**src/rtl/id_ex_hazard_stage.sv**
```systemverilog
// ID/EX pipeline register with load-use hazard detection, multi-cycle bubble
// insertion and branch-taken squash of the ID-stage instruction.
module id_ex_hazard_stage #(
    parameter int unsigned LOAD_STALL_CYCLES = 1
) (
    input  logic        Clk,
    input  logic        Reset,
    input  logic [31:0] ID_Instruction,
    input  logic [4:0]  ID_RegisterDestination,
    input  logic        ID_RegisterWrite,
    input  logic        ID_MemRead,
    input  logic        BranchTaken,
    output logic [31:0] EX_Instruction,
    output logic [31:0] EX_RegisterDestination,
    output logic        EX_RegisterWrite,
    output logic        EX_MemRead,
    output logic        PCWrite,
    output logic        IFIDWrite,
    output logic        IFIDFlush,
    output logic [15:0] StallCount
);

    typedef enum logic [0:0] {
        ST_RUN   = 1'b0,
        ST_STALL = 1'b1
    } state_e;

    localparam logic [2:0] STALL_RELOAD = 3'(LOAD_STALL_CYCLES - 1);
    localparam bit         MULTI_STALL  = (LOAD_STALL_CYCLES > 1);

    // Jumps and lui carry no rs operand; everything else reads rs.
    function automatic logic uses_rs(input logic [5:0] op);
        logic used;
        case (op)
            6'b000010: used = 1'b0;
            6'b000011: used = 1'b0;
            6'b001111: used = 1'b0;
            default:   used = 1'b1;
        endcase
        return used;
    endfunction

    // R-type, beq/bne and stores read rt as a source; other formats write it.
    function automatic logic uses_rt(input logic [5:0] op);
        logic used;
        case (op)
            6'b000000: used = 1'b1;
            6'b000100: used = 1'b1;
            6'b000101: used = 1'b1;
            6'b101011: used = 1'b1;
            6'b101000: used = 1'b1;
            6'b101001: used = 1'b1;
            default:   used = 1'b0;
        endcase
        return used;
    endfunction

    state_e      state_q, state_d;
    logic [2:0]  cnt_q, cnt_d;
    logic [31:0] ex_ins_q, ex_ins_d;
    logic [4:0]  ex_rd_q, ex_rd_d;
    logic        ex_rw_q, ex_rw_d;
    logic        ex_mr_q, ex_mr_d;
    logic [15:0] stall_count_q, stall_count_d;

    logic        hazard_s;
    logic        pc_write_s;
    logic        ifid_write_s;
    logic        ifid_flush_s;
    logic        insert_bubble_s;
    logic        count_bubble_s;

    // Load-use hazard: EX holds a load to a nonzero register that ID reads.
    always_comb begin
        hazard_s = 1'b0;
        if (ex_mr_q && ex_rw_q && (ex_rd_q != 5'd0)) begin
            hazard_s = (uses_rs(ID_Instruction[31:26]) && (ID_Instruction[25:21] == ex_rd_q)) ||
                       (uses_rt(ID_Instruction[31:26]) && (ID_Instruction[20:16] == ex_rd_q));
        end else begin
            hazard_s = 1'b0;
        end
    end

    // Next-state, pipeline-register next values and pipeline control enables.
    always_comb begin
        state_d         = state_q;
        cnt_d           = cnt_q;
        ex_ins_d        = ex_ins_q;
        ex_rd_d         = ex_rd_q;
        ex_rw_d         = ex_rw_q;
        ex_mr_d         = ex_mr_q;
        stall_count_d   = stall_count_q;
        pc_write_s      = 1'b0;
        ifid_write_s    = 1'b0;
        ifid_flush_s    = 1'b0;
        insert_bubble_s = 1'b0;
        count_bubble_s  = 1'b0;

        if (BranchTaken) begin
            pc_write_s      = 1'b1;
            ifid_write_s    = 1'b1;
            ifid_flush_s    = 1'b1;
            insert_bubble_s = 1'b1;
            state_d         = ST_RUN;
            cnt_d           = 3'd0;
        end else begin
            case (state_q)
                ST_RUN: begin
                    if (hazard_s) begin
                        insert_bubble_s = 1'b1;
                        count_bubble_s  = 1'b1;
                        if (MULTI_STALL) begin
                            cnt_d   = STALL_RELOAD;
                            state_d = ST_STALL;
                        end else begin
                            cnt_d   = cnt_q;
                            state_d = ST_RUN;
                        end
                    end else begin
                        pc_write_s   = 1'b1;
                        ifid_write_s = 1'b1;
                        ex_ins_d     = ID_Instruction;
                        ex_rd_d      = ID_RegisterDestination;
                        ex_rw_d      = ID_RegisterWrite;
                        ex_mr_d      = ID_MemRead;
                    end
                end
                ST_STALL: begin
                    insert_bubble_s = 1'b1;
                    count_bubble_s  = 1'b1;
                    cnt_d           = cnt_q - 3'd1;
                    if (cnt_q == 3'd1) begin
                        state_d = ST_RUN;
                    end else begin
                        state_d = ST_STALL;
                    end
                end
                default: begin
                    insert_bubble_s = 1'b1;
                    state_d         = ST_RUN;
                    cnt_d           = 3'd0;
                end
            endcase
        end

        if (insert_bubble_s) begin
            ex_ins_d = 32'd0;
            ex_rd_d  = 5'd0;
            ex_rw_d  = 1'b0;
            ex_mr_d  = 1'b0;
        end else begin
            ex_ins_d = ex_ins_d;
        end

        if (count_bubble_s && (stall_count_q != 16'hFFFF)) begin
            stall_count_d = stall_count_q + 16'd1;
        end else begin
            stall_count_d = stall_count_q;
        end
    end

    // State, EX pipeline registers and bubble counter.
    always_ff @(posedge Clk) begin
        if (!Reset) begin
            state_q       <= ST_RUN;
            cnt_q         <= 3'd0;
            ex_ins_q      <= 32'd0;
            ex_rd_q       <= 5'd0;
            ex_rw_q       <= 1'b0;
            ex_mr_q       <= 1'b0;
            stall_count_q <= 16'd0;
        end else begin
            state_q       <= state_d;
            cnt_q         <= cnt_d;
            ex_ins_q      <= ex_ins_d;
            ex_rd_q       <= ex_rd_d;
            ex_rw_q       <= ex_rw_d;
            ex_mr_q       <= ex_mr_d;
            stall_count_q <= stall_count_d;
        end
    end

    assign EX_Instruction         = ex_ins_q;
    assign EX_RegisterDestination = {27'd0, ex_rd_q};
    assign EX_RegisterWrite       = ex_rw_q;
    assign EX_MemRead             = ex_mr_q;
    assign StallCount             = stall_count_q;
    assign PCWrite                = Reset & pc_write_s;
    assign IFIDWrite              = Reset & ifid_write_s;
    assign IFIDFlush              = Reset & ifid_flush_s;

endmodule

```
**config.mk**
```make
export PLATFORM = sky130hd
export DESIGN_NAME = id_ex_hazard_stage
export DESIGN_NICKNAME = d
export VERILOG_FILES = /design/src/rtl/id_ex_hazard_stage.sv
export SDC_FILE = /design/constraint.sdc
export NUM_CORES = 1
export LEC_CHECK = 0
export ABC_AREA = 1
export CAP_MARGIN = 30
export CORE_UTILIZATION = 41
export DETAILED_ROUTE_END_ITERATION = 8
export GPL_TIMING_DRIVEN = 0
export PLACE_DENSITY_LB_ADDON = 0.12
export SYNTH_ARGS = -nofsm -noshare
export SYNTH_HDL_FRONTEND = slang
export SYNTH_SLANG_ARGS = --single-unit
```
**constraint.sdc**
```tcl
create_clock -name Clk -period 2.8 [get_ports Clk]
set_input_delay 0.7 -clock Clk [delete_from_list [all_inputs] [get_ports Clk]]
set_output_delay 0.7 -clock Clk [all_outputs]
set_load 0.03 [all_outputs]
```
**Word-level counts from Yosys, hierarchy flattened**

Index checks and enable logic that the tools add are counted.
Widths: inputs -> output; s select.

- Bits in registers: 59
- Input port bits: 42
- Output and inout port bits: 85
- Word-level logic and storage cells: 56

- $add $sub $neg: 2
- Eq/ne operators: 12
- Muxes and demuxes: 16
- Bitwise operators: 6
- Reductions and logical operators: 13

Operators by type and width:

| kind | count |
|---|---|
| $eq 6x6->1 const B | 3 |
| $add 16x1->16 const B | 1 |
| $ne 16x16->1 const B | 1 |
| $mux 1 | 13 |
| $eq 6x2->1 const B | 2 |
| $eq 6x3->1 const B | 2 |
| $eq 5x5->1 | 2 |
| $eq 6x4->1 const B | 1 |
| $logic_not 6->1 | 1 |
| $reduce_or 6->1 | 1 |
| $logic_and 1x1->1 | 5 |
| $reduce_bool 5->1 | 1 |
| $not 1->1 | 4 |
| $pmux 1 s2 | 2 |
| $reduce_or 2->1 | 2 |
| $eq 3x1->1 const B | 1 |
| $mux 3 | 1 |
| $reduce_and 3->1 | 1 |
| $reduce_or 3->1 | 1 |
| $sub 3x1->3 const B | 1 |
| $and 1x1->1 | 2 |
| $logic_or 1x1->1 | 1 |

**Logic depth before layout (Yosys ltp)**

- Depth in word-level cells: 11
- Depth in mapped cells: 14
- Mapped depth without buffers: 14

**Worst setup path before layout**

No wires, ideal clock.

- Kind: input to output
- Start point: input ID_Instruction[28]
- End point: output PCWrite
- Arrival time: 2,270 ps
- Required time: 2,100 ps
- Setup slack: -170 ps
- Stages on the path: 13
- Path buffers: 2
- Cells stage by stage: inv_1 -> nand2_1 -> nand2_1 -> nand2_1 -> nand2_1 -> nor2_1 -> nand2_1 -> nand2_1 -> nand2_1 -> nand2_2 -> buf_2 -> a21oi_1 -> buf_4

- Cells in the longest elaborated chain, start to end: 11
- Elaborated cells between the ends (all ways): 23
- Those cells by class: 8 x eq/ne; 8 x mux; 1 x bitwise; 6 x reduce/logical

RTL lines:

| what | line | source |
|---|---|---|
| start: declaration | 8 | `input logic [31:0] ID_Instruction,` |
| $eq 6x6->1 (tied with other cells) | 46 | `case (op)` |
| $reduce_or 6->1 (no line) / $reduce_or 3->1 (equally long branches) | - |  |
| $mux 1, on equally long branches | 46, 34 |  |
| $mux 1 | 76 | `if (ex_mr_q && ex_rw_q && (ex_rd_q != 5'd0)) begin` |
| $logic_and 1x1->1, on equally long branches | 78, 77 |  |
| $logic_or 1x1->1 (*) | 77 | `hazard_s = (uses_rs(ID_Instruction[31:26]) && (ID_Instruction[25:21] == ex_rd_q)) \|\|` |
| $mux 1 (*) | 76 |  |
| $mux 1 (*) (3 in series) | - |  |
| $and 1x1->1 (*) | - |  |
| end: declaration | 17 | `output logic PCWrite,` |

Mark *: on every way between the ends. The rest lies on a longest branch, timed or not. The select of a mux whose other input is x is not followed.

**Worst setup path in the final report**

- Start point: input BranchTaken
- End point: output PCWrite

- Cells in the longest elaborated chain, start to end: 2

RTL lines:

| what | line | source |
|---|---|---|
| start: declaration | 12 | `input logic BranchTaken,` |
| $mux 1 | 99 | `if (BranchTaken) begin` |
| $and 1x1->1 | 188 | `assign PCWrite = Reset & pc_write_s;` |

Every way passes these cells.

==> flow_summary.yaml <==
timing:
  period_needed_ns: 2.73
  fin_ws_ns: 0.0686
  setup_viol_count_final: 0
  maxSlewViolCount: 0
  timing.hold.ws_ns: 0.481
  timing.fmax_ghz: 0.366
  period_share: 0.975
  finalHoldViolCount: 0
  fin_worst_skew_ns: 0.00874
critical_path:
  worstPathRequired_ns: 2.10
  startpoint_type: "input pin"
  critPathMaxFanout: 10
  end_kind: "primary output"
  worst-setup-path-type: "input pin to primary output"
  cp_data_arrival_time_ns: 2.03
synthesis:
  syn-instance-count: 354
  synthTopCellsByCount: "nor2_1 (60), dfxtp_1 (59), inv_1 (58), nand2_1 (49), buf_4 (28)"
  postSynth.asyncResetShare: 0
  synth_top_area_share: 0.436
  synth_area_um2: 2710
  synth_area_leaders: "dfxtp_1 (44%), nor2_1 (8.3%), inv_1 (8.0%)"
  synth_seq_cells: 59
  synth_cell_types: 28
  synth-warning-count: 0
  synth_ff_type: "dfxtp_1"
  syn_area_per_cell_um2: 7.65
  synth_area_leader_cell: "dfxtp_1"
  synth-seq-area-share: 0.436
  synth_edf_count: 0
  yosysMostFrequentCell: "nor2_1"
run_status:
  status: "completed"
floorplanning:
  die_area_um2: 6930
  core_um2: 6350
  start_util: 0.426
  io_pins: 127
  die_x_um: 83.2
  num_rows: 29
  die_h_um: 83.2
routing:
  drc: 0
  vias: 2592
  wire_per_inst_um: 11.2
  detail-route-antenna-nets: 0
  dr.first_iter.drc_count: 139
  routed_via_density: 4.45
  drt-total-wl_um: 6500
  detail_route.first_pass.iterations: 5
power_and_ir_drop:
  cellLeakagePower_nw: 1.90
  power_density_nw_per_um2: 476
  p_total_mw: 1.99
  ir_drop_v: 0.000349
placement:
  port_buffers: 99
  place_ws_ns: -1.04
  place_congestion: 0.872
  hpwl_um: 4800
clock_network:
  cts_root_buffer: "clkbuf_8"
  cts_buffers: 9
  hold_buffers: 0
  worst_skew_pair.late_latency_ns: 0.34
  path_clk_slew_ns: 0.07
  cts_max_level: 3
  cts_tree: "yes"
  clkSinkCount: 59
  clockBufferDepth: 2
job:
  maxCapViolCount: 0
global_routing:
  grt_pass1_wl_um: 10700
  grt_pass1_vias: 2324
  antenna_found_initial: 0
  grt_overflow_total: 0
  grt_start_max_net_pins: 18
  grt_util_all_layers: 0.194
cells_and_area:
  area_growth_pct: 54.9
  drive_above_1_share: 0.170
  final_nets: 545
  n_antenna_cell: 0
worst_hold_path:
  hold_path_class: "flip-flop to flip-flop"
## cell type report
| cell class | instances | area, um^2 |
|---|---|---|
| Clock inverter | 7 | 81.3 |
| Sequential cell | 59 | 1180 |
| Timing Repair Buffer | 112 | 1060 |
| Multi-Input combinational cell | 223 | 1150 |
| Inverter | 59 | 229 |
| Tap cell | 77 | 96.3 |
| Buffer | 36 | 264 |
| Clock buffer | 9 | 124 |
| Fill cell | 550 | 2160 |
## cell families (layout without fill, tap and decap cells)
logic type,Yosys count,in the layout,share of synthesized area
adder cells (fa/ha/maj),3,3,0.0139
flip-flops,59,59,0.436
XOR/XNOR,21,21,0.0680
buffers and inverters,98,223,0.184
AND/OR/NAND/NOR,149,149,0.243
other,1,27,0.00139
AO/OA/AOI/OAI,23,23,0.0536
## where the power goes
part	leakage (nW)	switching, mW	internal (mW)	total, mW
logic	1.32	0.175	0.141	0.316
clock network	0.101	0.384	0.424	0.808
registers	0.481	0.00922	0.861	0.870
total	1.90	0.568	1.43	1.99
## routing by layer
metal / vias up / track usage / wire length (um) / share of wire
li1: 1329 / - / - / -
met1: 1142 / 0.227 / 2660 / 0.41
met2: 112 / 0.323 / 3180 / 0.49
met3: 9 / 0.0676 / 551 / 0.085
met4: 0 / 0.0768 / 101 / 0.016
met5: - / 0 / 0 / 0
## worst max-delay path, stage by stage
cell and delay (ns):
clkdlybuf4s50_1 0.53, clkinvlp_4 0.18, buf_2 0.23, a21oi_4 0.14, buf_4 0.12, buf_6 0.11
## final timing paths
path	from	end	slack (ns)	cells past startpoint
setup / recovery	BranchTaken	PCWrite	0.07	6
hold / removal	StallCount[15]	StallCount[15]	0.48	2
hold reg to reg	StallCount[15]	StallCount[15]	0.48	2
setup reg to reg	StallCount[1]	StallCount[6]	0.77	10
## per-stage QoR
step / instances / setup TNS (ns) / utilization / instance area, um^2
floorplan: 380 / 0 / - / 2810
CTS: 571 / -0.00947 / 0.645 / 4100
global route: 582 / -0.00482 / 0.660 / 4190
global placement: 556 / -1.91 / 0.613 / 3890
finish: 582 / 0 / 0.660 / 4190
detailed placement: 556 / -1.99 / 0.613 / 3890
## cells in the final DEF (no fill, tap or decap), types with 4 or more instances in the layout
cell / count
clkdlybuf4s50_1: 79
dfxtp_1: 59
nor2_1: 59
inv_1: 54
nand2_1: 47
buf_4: 41
conb_1: 27
nand4_1: 18
dlygate4sd2_1: 16
xor2_1: 12
nand3_1: 12
a21oi_1: 11
xnor2_1: 9
clkbuf_8: 9
a21oi_2: 7
buf_2: 5
nor3_1: 5
inv_6: 4
## state kept, by name (all words and copies together) (netlist names)
signal / cells
EX_Instruction: 32
StallCount: 16
ex_rd_q: 5
cnt_q: 3
EX_MemRead: 1
EX_RegisterWrite: 1
state_q: 1
## timing repair
item                       CTS  global route
setup endpoints to repair    3             2
pin swaps                    9             2
resized for setup           37             7
buffers inserted             2            11
(Power assumes the default switching activity.)
